File: config.mk
export PLATFORM = sky130hd
export DESIGN_NAME = fetch_unit_flat
export DESIGN_NICKNAME = d
export VERILOG_FILES = /design/src/rtl/fetch_unit_pkg.sv /design/src/rtl/fetch_unit_if.sv /design/src/rtl/fetch_unit_instr_skid_buf.sv /design/src/rtl/fetch_unit.sv /design/src/flat_wrapper.sv
export SDC_FILE = /design/constraint.sdc
export NUM_CORES = 1
export LEC_CHECK = 0
export BUFFER_PORTS_ARGS = -buffer_cell sky130_fd_sc_hd__buf_2
export CAP_MARGIN = 0
export CORE_UTILIZATION = 56
export CTS_BUF_LIST = sky130_fd_sc_hd__clkbuf_8 sky130_fd_sc_hd__clkbuf_16
export CTS_CLUSTER_DIAMETER = 40
export DETAILED_ROUTE_END_ITERATION = 12
export PLACE_DENSITY = 0.77
export SYNTH_ARGS = -nofsm -noshare
export SYNTH_HDL_FRONTEND = slang
export SYNTH_SLANG_ARGS = --single-unit
File: constraint.sdc
create_clock -name CLK -period 6.6 [get_ports CLK]
set_clock_uncertainty 0.2 [all_clocks]
set_input_delay 0.33 -clock CLK [delete_from_list [all_inputs] [get_ports CLK]]
set_output_delay 0.33 -clock CLK [all_outputs]
set_load 0.05 [all_outputs]
File: src/rtl/fetch_unit_pkg.sv
// Shared widths, constants and FSM state type for the instruction fetch stage.
package fetch_pkg;

  localparam int XLEN = 32;

  localparam logic [XLEN-1:0] RESET_PC_DEFAULT = 32'h0000_0000;

  // addi x0,x0,0 -- what decode sees whenever no fetched word is valid
  localparam logic [XLEN-1:0] NOP_INSTR = 32'h0000_0013;

  typedef enum logic [1:0] {
    FETCH,
    WAIT,
    HOLD
  } fetchState_e;

endpackage

File: src/rtl/fetch_unit_if.sv
// Instruction-memory handshake plus the decode-side instruction/redirect/stall
// signals of the fetch stage, bundled so the top only carries clk/rst scalars.
interface fetch_unit_if;
  import fetch_pkg::*;

  logic            IMEM_REQ;
  logic [XLEN-1:0] IMEM_ADDR;
  logic            IMEM_GNT;
  logic            IMEM_RVALID;
  logic [XLEN-1:0] IMEM_RDATA;
  logic            REDIRECT;
  logic [XLEN-1:0] REDIRECT_PC;
  logic            STALL;
  logic [XLEN-1:0] INSTR;
  logic [XLEN-1:0] INSTR_PC;
  logic            INSTR_VALID;

  // The fetch unit itself
  modport master (
    output IMEM_REQ, IMEM_ADDR, INSTR, INSTR_PC, INSTR_VALID,
    input  IMEM_GNT, IMEM_RVALID, IMEM_RDATA, REDIRECT, REDIRECT_PC, STALL
  );

  // Memory and decode surrounding the fetch unit
  modport slave (
    input  IMEM_REQ, IMEM_ADDR, INSTR, INSTR_PC, INSTR_VALID,
    output IMEM_GNT, IMEM_RVALID, IMEM_RDATA, REDIRECT, REDIRECT_PC, STALL
  );

endinterface

File: src/rtl/fetch_unit_instr_skid_buf.sv
// Single-entry holding register for a fetched word that arrived while decode
// was stalled and the output register was still occupied.
module instr_skid_buf
  import fetch_pkg::*;
(
  input  logic            clk_i,
  input  logic            rst_i,
  input  logic            load_i,
  input  logic            pop_i,
  input  logic            flush_i,
  input  logic [XLEN-1:0] data_i,
  input  logic [XLEN-1:0] pc_i,
  output logic [XLEN-1:0] data_o,
  output logic [XLEN-1:0] pc_o,
  output logic            valid_o
);

  logic [XLEN-1:0] data_q;
  logic [XLEN-1:0] pc_q;
  logic            valid_q;

  // Capture on load, empty on pop; a flush (redirect) beats everything
  always_ff @(posedge clk_i or posedge rst_i) begin
    if (rst_i) begin
      data_q  <= '0;
      pc_q    <= '0;
      valid_q <= 1'b0;
    end else if (flush_i) begin
      valid_q <= 1'b0;
    end else if (load_i) begin
      data_q  <= data_i;
      pc_q    <= pc_i;
      valid_q <= 1'b1;
    end else if (pop_i) begin
      valid_q <= 1'b0;
    end
  end

  assign data_o  = data_q;
  assign pc_o    = pc_q;
  assign valid_o = valid_q;

endmodule

File: src/rtl/fetch_unit.sv
// Instruction fetch stage: owns the PC, issues one memory request at a time,
// and presents each fetched word with its PC to decode, honouring stall and
// branch/jump redirect.
module fetch_unit
  import fetch_pkg::*;
#(
  parameter logic [XLEN-1:0] RESET_PC = RESET_PC_DEFAULT
) (
  input logic          CLK,
  input logic          RST,
  fetch_unit_if.master bus
);

  fetchState_e     state_q, state_d;
  logic [XLEN-1:0] pc_q, pc_d;
  logic [XLEN-1:0] fetchPc_q, fetchPc_d;
  logic            drop_q, drop_d;
  logic            started_q;
  logic [XLEN-1:0] instr_q, instr_d;
  logic [XLEN-1:0] instrPc_q, instrPc_d;
  logic            instrValid_q, instrValid_d;

  logic            skidLoad, skidPop, skidFlush;
  logic [XLEN-1:0] skidData, skidPc;
  logic            skidValid;

  logic            imemReq;
  logic            granted;
  logic            consume;

  instr_skid_buf u_skid (
    .clk_i   (CLK),
    .rst_i   (RST),
    .load_i  (skidLoad),
    .pop_i   (skidPop),
    .flush_i (skidFlush),
    .data_i  (bus.IMEM_RDATA),
    .pc_i    (fetchPc_q),
    .data_o  (skidData),
    .pc_o    (skidPc),
    .valid_o (skidValid)
  );

  // started_q keeps the request low until the first edge after reset release
  assign imemReq = started_q && (state_q == FETCH) && !(instrValid_q && skidValid);
  assign granted = imemReq && bus.IMEM_GNT;
  assign consume = instrValid_q && !bus.STALL;

  // Next-state logic; a redirect overrides every other event in the cycle.
  // A redirect in WAIT that coincides with the response consumes that response,
  // so nothing remains in flight and the FSM goes straight back to FETCH.
  always_comb begin
    state_d      = state_q;
    pc_d         = pc_q;
    fetchPc_d    = fetchPc_q;
    drop_d       = drop_q;
    instr_d      = instr_q;
    instrPc_d    = instrPc_q;
    instrValid_d = instrValid_q;
    skidLoad     = 1'b0;
    skidPop      = 1'b0;
    skidFlush    = 1'b0;

    if (consume) begin
      instrValid_d = 1'b0;
      instr_d      = NOP_INSTR;
    end

    if (bus.REDIRECT) begin
      pc_d         = bus.REDIRECT_PC & ~XLEN'(3);
      instrValid_d = 1'b0;
      instr_d      = NOP_INSTR;
      skidFlush    = 1'b1;
      if ((state_q == WAIT && !bus.IMEM_RVALID) || granted) begin
        drop_d  = 1'b1;
        state_d = WAIT;
      end else begin
        drop_d  = 1'b0;
        state_d = FETCH;
      end
    end else begin
      case (state_q)
        FETCH: begin
          if (granted) begin
            pc_d      = pc_q + XLEN'(4);
            fetchPc_d = pc_q;
            state_d   = WAIT;
          end
        end
        WAIT: begin
          if (bus.IMEM_RVALID) begin
            if (drop_q) begin
              drop_d  = 1'b0;
              state_d = FETCH;
            end else if (!instrValid_q || consume) begin
              instr_d      = bus.IMEM_RDATA;
              instrPc_d    = fetchPc_q;
              instrValid_d = 1'b1;
              state_d      = FETCH;
            end else begin
              skidLoad = 1'b1;
              state_d  = HOLD;
            end
          end
        end
        HOLD: begin
          if (!bus.STALL) begin
            instr_d      = skidData;
            instrPc_d    = skidPc;
            instrValid_d = 1'b1;
            skidPop      = 1'b1;
            state_d      = FETCH;
          end
        end
        default: state_d = FETCH;
      endcase
    end
  end

  // State, PC and output registers
  always_ff @(posedge CLK or posedge RST) begin
    if (RST) begin
      state_q      <= FETCH;
      pc_q         <= RESET_PC;
      fetchPc_q    <= RESET_PC;
      drop_q       <= 1'b0;
      started_q    <= 1'b0;
      instr_q      <= NOP_INSTR;
      instrPc_q    <= '0;
      instrValid_q <= 1'b0;
    end else begin
      state_q      <= state_d;
      pc_q         <= pc_d;
      fetchPc_q    <= fetchPc_d;
      drop_q       <= drop_d;
      started_q    <= 1'b1;
      instr_q      <= instr_d;
      instrPc_q    <= instrPc_d;
      instrValid_q <= instrValid_d;
    end
  end

  assign bus.IMEM_REQ    = imemReq;
  assign bus.IMEM_ADDR   = pc_q;
  assign bus.INSTR       = instr_q;
  assign bus.INSTR_PC    = instrPc_q;
  assign bus.INSTR_VALID = instrValid_q;

endmodule

File: src/flat_wrapper.sv
// flat-port wrapper written by rule: the top's interface ports become plain ports
module fetch_unit_flat import fetch_pkg::*;
#(
  parameter logic [XLEN-1:0] RESET_PC = RESET_PC_DEFAULT
)
  (CLK, RST, bus_IMEM_REQ, bus_IMEM_ADDR, bus_INSTR, bus_INSTR_PC, bus_INSTR_VALID, bus_IMEM_GNT, bus_IMEM_RVALID, bus_IMEM_RDATA, bus_REDIRECT, bus_REDIRECT_PC, bus_STALL);
  fetch_unit_if bus_i ();
  input logic CLK;
  input logic RST;
  output wire logic [$bits(bus_i.IMEM_REQ)-1:0] bus_IMEM_REQ;
  output wire logic [$bits(bus_i.IMEM_ADDR)-1:0] bus_IMEM_ADDR;
  output wire logic [$bits(bus_i.INSTR)-1:0] bus_INSTR;
  output wire logic [$bits(bus_i.INSTR_PC)-1:0] bus_INSTR_PC;
  output wire logic [$bits(bus_i.INSTR_VALID)-1:0] bus_INSTR_VALID;
  input wire logic [$bits(bus_i.IMEM_GNT)-1:0] bus_IMEM_GNT;
  input wire logic [$bits(bus_i.IMEM_RVALID)-1:0] bus_IMEM_RVALID;
  input wire logic [$bits(bus_i.IMEM_RDATA)-1:0] bus_IMEM_RDATA;
  input wire logic [$bits(bus_i.REDIRECT)-1:0] bus_REDIRECT;
  input wire logic [$bits(bus_i.REDIRECT_PC)-1:0] bus_REDIRECT_PC;
  input wire logic [$bits(bus_i.STALL)-1:0] bus_STALL;
  assign bus_IMEM_REQ = bus_i.IMEM_REQ;
  assign bus_IMEM_ADDR = bus_i.IMEM_ADDR;
  assign bus_INSTR = bus_i.INSTR;
  assign bus_INSTR_PC = bus_i.INSTR_PC;
  assign bus_INSTR_VALID = bus_i.INSTR_VALID;
  assign bus_i.IMEM_GNT = bus_IMEM_GNT;
  assign bus_i.IMEM_RVALID = bus_IMEM_RVALID;
  assign bus_i.IMEM_RDATA = bus_IMEM_RDATA;
  assign bus_i.REDIRECT = bus_REDIRECT;
  assign bus_i.REDIRECT_PC = bus_REDIRECT_PC;
  assign bus_i.STALL = bus_STALL;
  fetch_unit #(.RESET_PC(RESET_PC)) u_core (.CLK(CLK), .RST(RST), .bus(bus_i));
endmodule
==> results.md <==
* RSZ-0062 raised after global routing: false
* Root buffer cell: clkbuf_16
* Peak supply drop at 0.234 mV
* Cells after synthesis at 828
* # Max-Cap Violations at 0
* Synth-to-Final Area Change at 22.8%
* Endpoints failing setup at 0
* Tcrit/Tclk final at 49.9%
* Pre-antenna DRT Iters at 7
* CTS tree: yes
* Post-layout nets at 1,095
* Static Leak at 0.00524 uW
* Final WL at between 20 and 25 mm
* Synth top area cells: dfrtp_1 50%, mux2_2 22%, nand2_1 4.1%, o21ai_0 3.4%, a221oi_1 2.8%
* Sequential share of the synthesized area at 51.2%
* Worst path slowest cell: nor2_4
* Post-Syn Area at 0.00929 mm^2
* Crit start category: flip-flop
* Vias at 7,274
* Synth top area share at 50.4%
* Hpwl dp at 13.3 mm
* Max stage delay on crit path at 0.68 ns
* Commonest non-fill, non-tap cell in the layout: dfrtp_1
* Largest area contributor in the netlist: dfrtp_1
* Vias per inst at 5.82
* Die area at 0.0171 mm^2
* Most Frequent Cell on Critical Path: buf_4
* Most frequent cells in the layout: 187 x dfrtp_1, 183 x mux2_2, 161 x buf_2
* Power per cell area at 418 mW/mm^2
* Final Instance Area at 0.0114 mm^2
* Global-route wire length before repair at 35.7 mm
* Final min period at ~3.3 ns
* Average size of a mapped cell at between 10 and 15 um^2
* Post-synth EDFFs at 0
* IO Pins at 168
* Row cnt at between 40 and 50
* Clk sinks at 190
* Worst hold path type: in2reg
* FFs w/ async S/R, synth at 100%
* Share of cells above drive strength 1 at 38.7%
* Crit path max fanout at 37
* Ys flop type: dfrtp_1
* Flops & latches, synth at 190
* Total gr overflow at 0
* CP arrival at 3.41 ns
* Total track usage at 27.3%
* Largest net degree at the start of global routing at 109
* Clock H-tree levels at 4
* WL per Instance at roughly 18 um
* Num CTS Buffers at 17
* Placement Cell Area at 0.0102 mm^2
* Worst path required time at 6.72 ns
* # DRC at 0
* Worst-path cell chain: inv_1 -> ha_1 -> buf_4 -> nand3b_1 -> nor2_4 -> buf_4 -> mux2_2
* Die Span X at 131 um
* Buffers on Ports at 161
* Worst slew margin at a little under a quarter
* Clk_lat worst skew at approximately 0.44 ns
* Crit end category: flip-flop
* Vias in the first global route at 7,075
* Max-slew violations at 0
* Fill count at 1,147
* Clock transition at path regs at 0.07 ns
* Non-Filler Instances at 1,250
* Antenna violations before repair at 1
* Post-CTS Resized at 0
* Setup CP Type: reg2reg
* Final hold viol count at 0
* DRT antenna net count at 0
* Final Wtd Congestion at 0.800
* Starting Density at 57.8%
* Fmax at 0.304 GHz
* Height of the die at 131 um
* Distinct cells, synth at 44
* Ys Warns at 0
* Clock Tree Buf Depth at 2
* Core area at 0.0161 mm^2
* Outcome: finished, final reports clean
* Placed insts at ~1,200
* First DRT Iteration DRCs at 512
* Final setup TNS at 0 ns
* Worst slew pin tran at 1.14 ns
sequential cells by signal, summed over array words and instances, names as in the netlist:
register                flops
u_core.drop_q               1
u_core.bus.INSTR_PC        30
u_core.u_skid.valid_o       1
u_core.u_skid.pc_o         30
u_core.bus.IMEM_ADDR       30
u_core.bus.INSTR_VALID      1
u_core.started_q            1
u_core.fetchPc_q           30
u_core.bus.INSTR           32
u_core.state_q              2
u_core.u_skid.data_o       32
repair_timing:
action	4_1_cts	5_1_grt
hold endpoints to repair	166	0
hold buffers	63	0
setup buffers	0	0
path summary, 6_finish.rpt:
| check | from | end | slack, ns | cells past startpoint |
|---|---|---|---|---|
| max | u_core.state_q[1] | u_core.u_skid.data_o[20] | 3.31 | 7 |
| min | bus_IMEM_RVALID | u_core.drop_q | 0.07 | 4 |
| max reg2reg | u_core.state_q[1] | u_core.u_skid.data_o[20] | 3.31 | 7 |
| min reg2reg | u_core.bus.INSTR_PC[18] | u_core.bus.INSTR_PC[18] | 0.30 | 1 |
| max in group asynchronous | RST | u_core.bus.IMEM_ADDR[27] | 4.28 | 4 |
| min in group asynchronous | RST | u_core.u_skid.data_o[31] | 0.39 | 3 |
through the flow:
step	power, uW	hold slack [ns]	utilization (%)	setup WS [ns]
after global routing	5030	0.116	71.0	3.14
after detailed placement	3760	0.289	63.6	3.09
final	4770	0.0746	71.0	3.31
after global placement	3710	0.283	63.6	3.12
after CTS	4780	0.0616	71.0	3.30
after floorplan	3300	0.251	-	0.904
critical path: cells and delay by family, from the launching register on:
family	cells	cell delay, ns
flops	1	0.40
simple gates	2	0.93
mux	1	0.40
fa+ha+maj	1	0.15
buf+inv	3	1.07
Yosys cell counts (3+ instances only):
library cell,count
mux2i_1,3
nand3_1,40
a221oi_1,30
xor2_1,9
mux2_2,183
nor2_1,9
a32o_1,3
buf_2,6
nor4_1,10
xnor2_1,18
o21ai_0,63
ha_1,5
or3_1,3
dfrtp_1,187
and2_1,3
nor3_1,6
nand2_1,102
clkbuf_1,47
inv_1,7
buf_4,4
nand4_1,9
nand2b_1,4
dfstp_2,3
and3_1,4
nor2b_1,3
buf_1,8
a21oi_1,38
where the power goes:
part	switching [uW]	internal [uW]	leakage [uW]	total, uW
Sequential	260	1560	0.00244	1820
Combinational	1260	700	0.00251	1960
Clock	452	531	0.000285	983
Total	1980	2790	0.00524	4770
cells by family (layout without fill, tap and decap cells):
| family | after synthesis | after routing | synth area share [%] |
|---|---|---|---|
| and+or+nand+nor | 205 | 205 | 10.7 |
| DFF | 190 | 190 | 51.2 |
| muxes | 186 | 186 | 22.5 |
| AOI/OAI and AO/OA | 140 | 140 | 9.08 |
| buffers and inverters | 73 | 275 | 3.19 |
| xor gates and xnor gates | 27 | 27 | 2.55 |
| adders and majority gates | 5 | 5 | 0.674 |
| other | 2 | 6 | 0.0809 |
area by class of cell:
cell class	count	area, um^2	area share [%]
diodes	1	2.50	0.0219
clock buffers	18	439	3.85
clock inverters	14	120	1.05
inverters	8	37.5	0.329
multi-input cells	568	4260	37.4
flip-flops and latches	190	4760	41.7
well taps	216	270	2.37
repair buffers	235	1520	13.3
routing by layer:
layer	GRT usage (%)	vias to the layer above	part of all wire, %
met3	6.19	35	6.6
met4	10.5	0	1.9
li1	-	3365	-
met5	0	-	0
met2	43.5	286	48
met1	36.6	3588	43
Note: power is estimated with default switching activity, not from simulation.
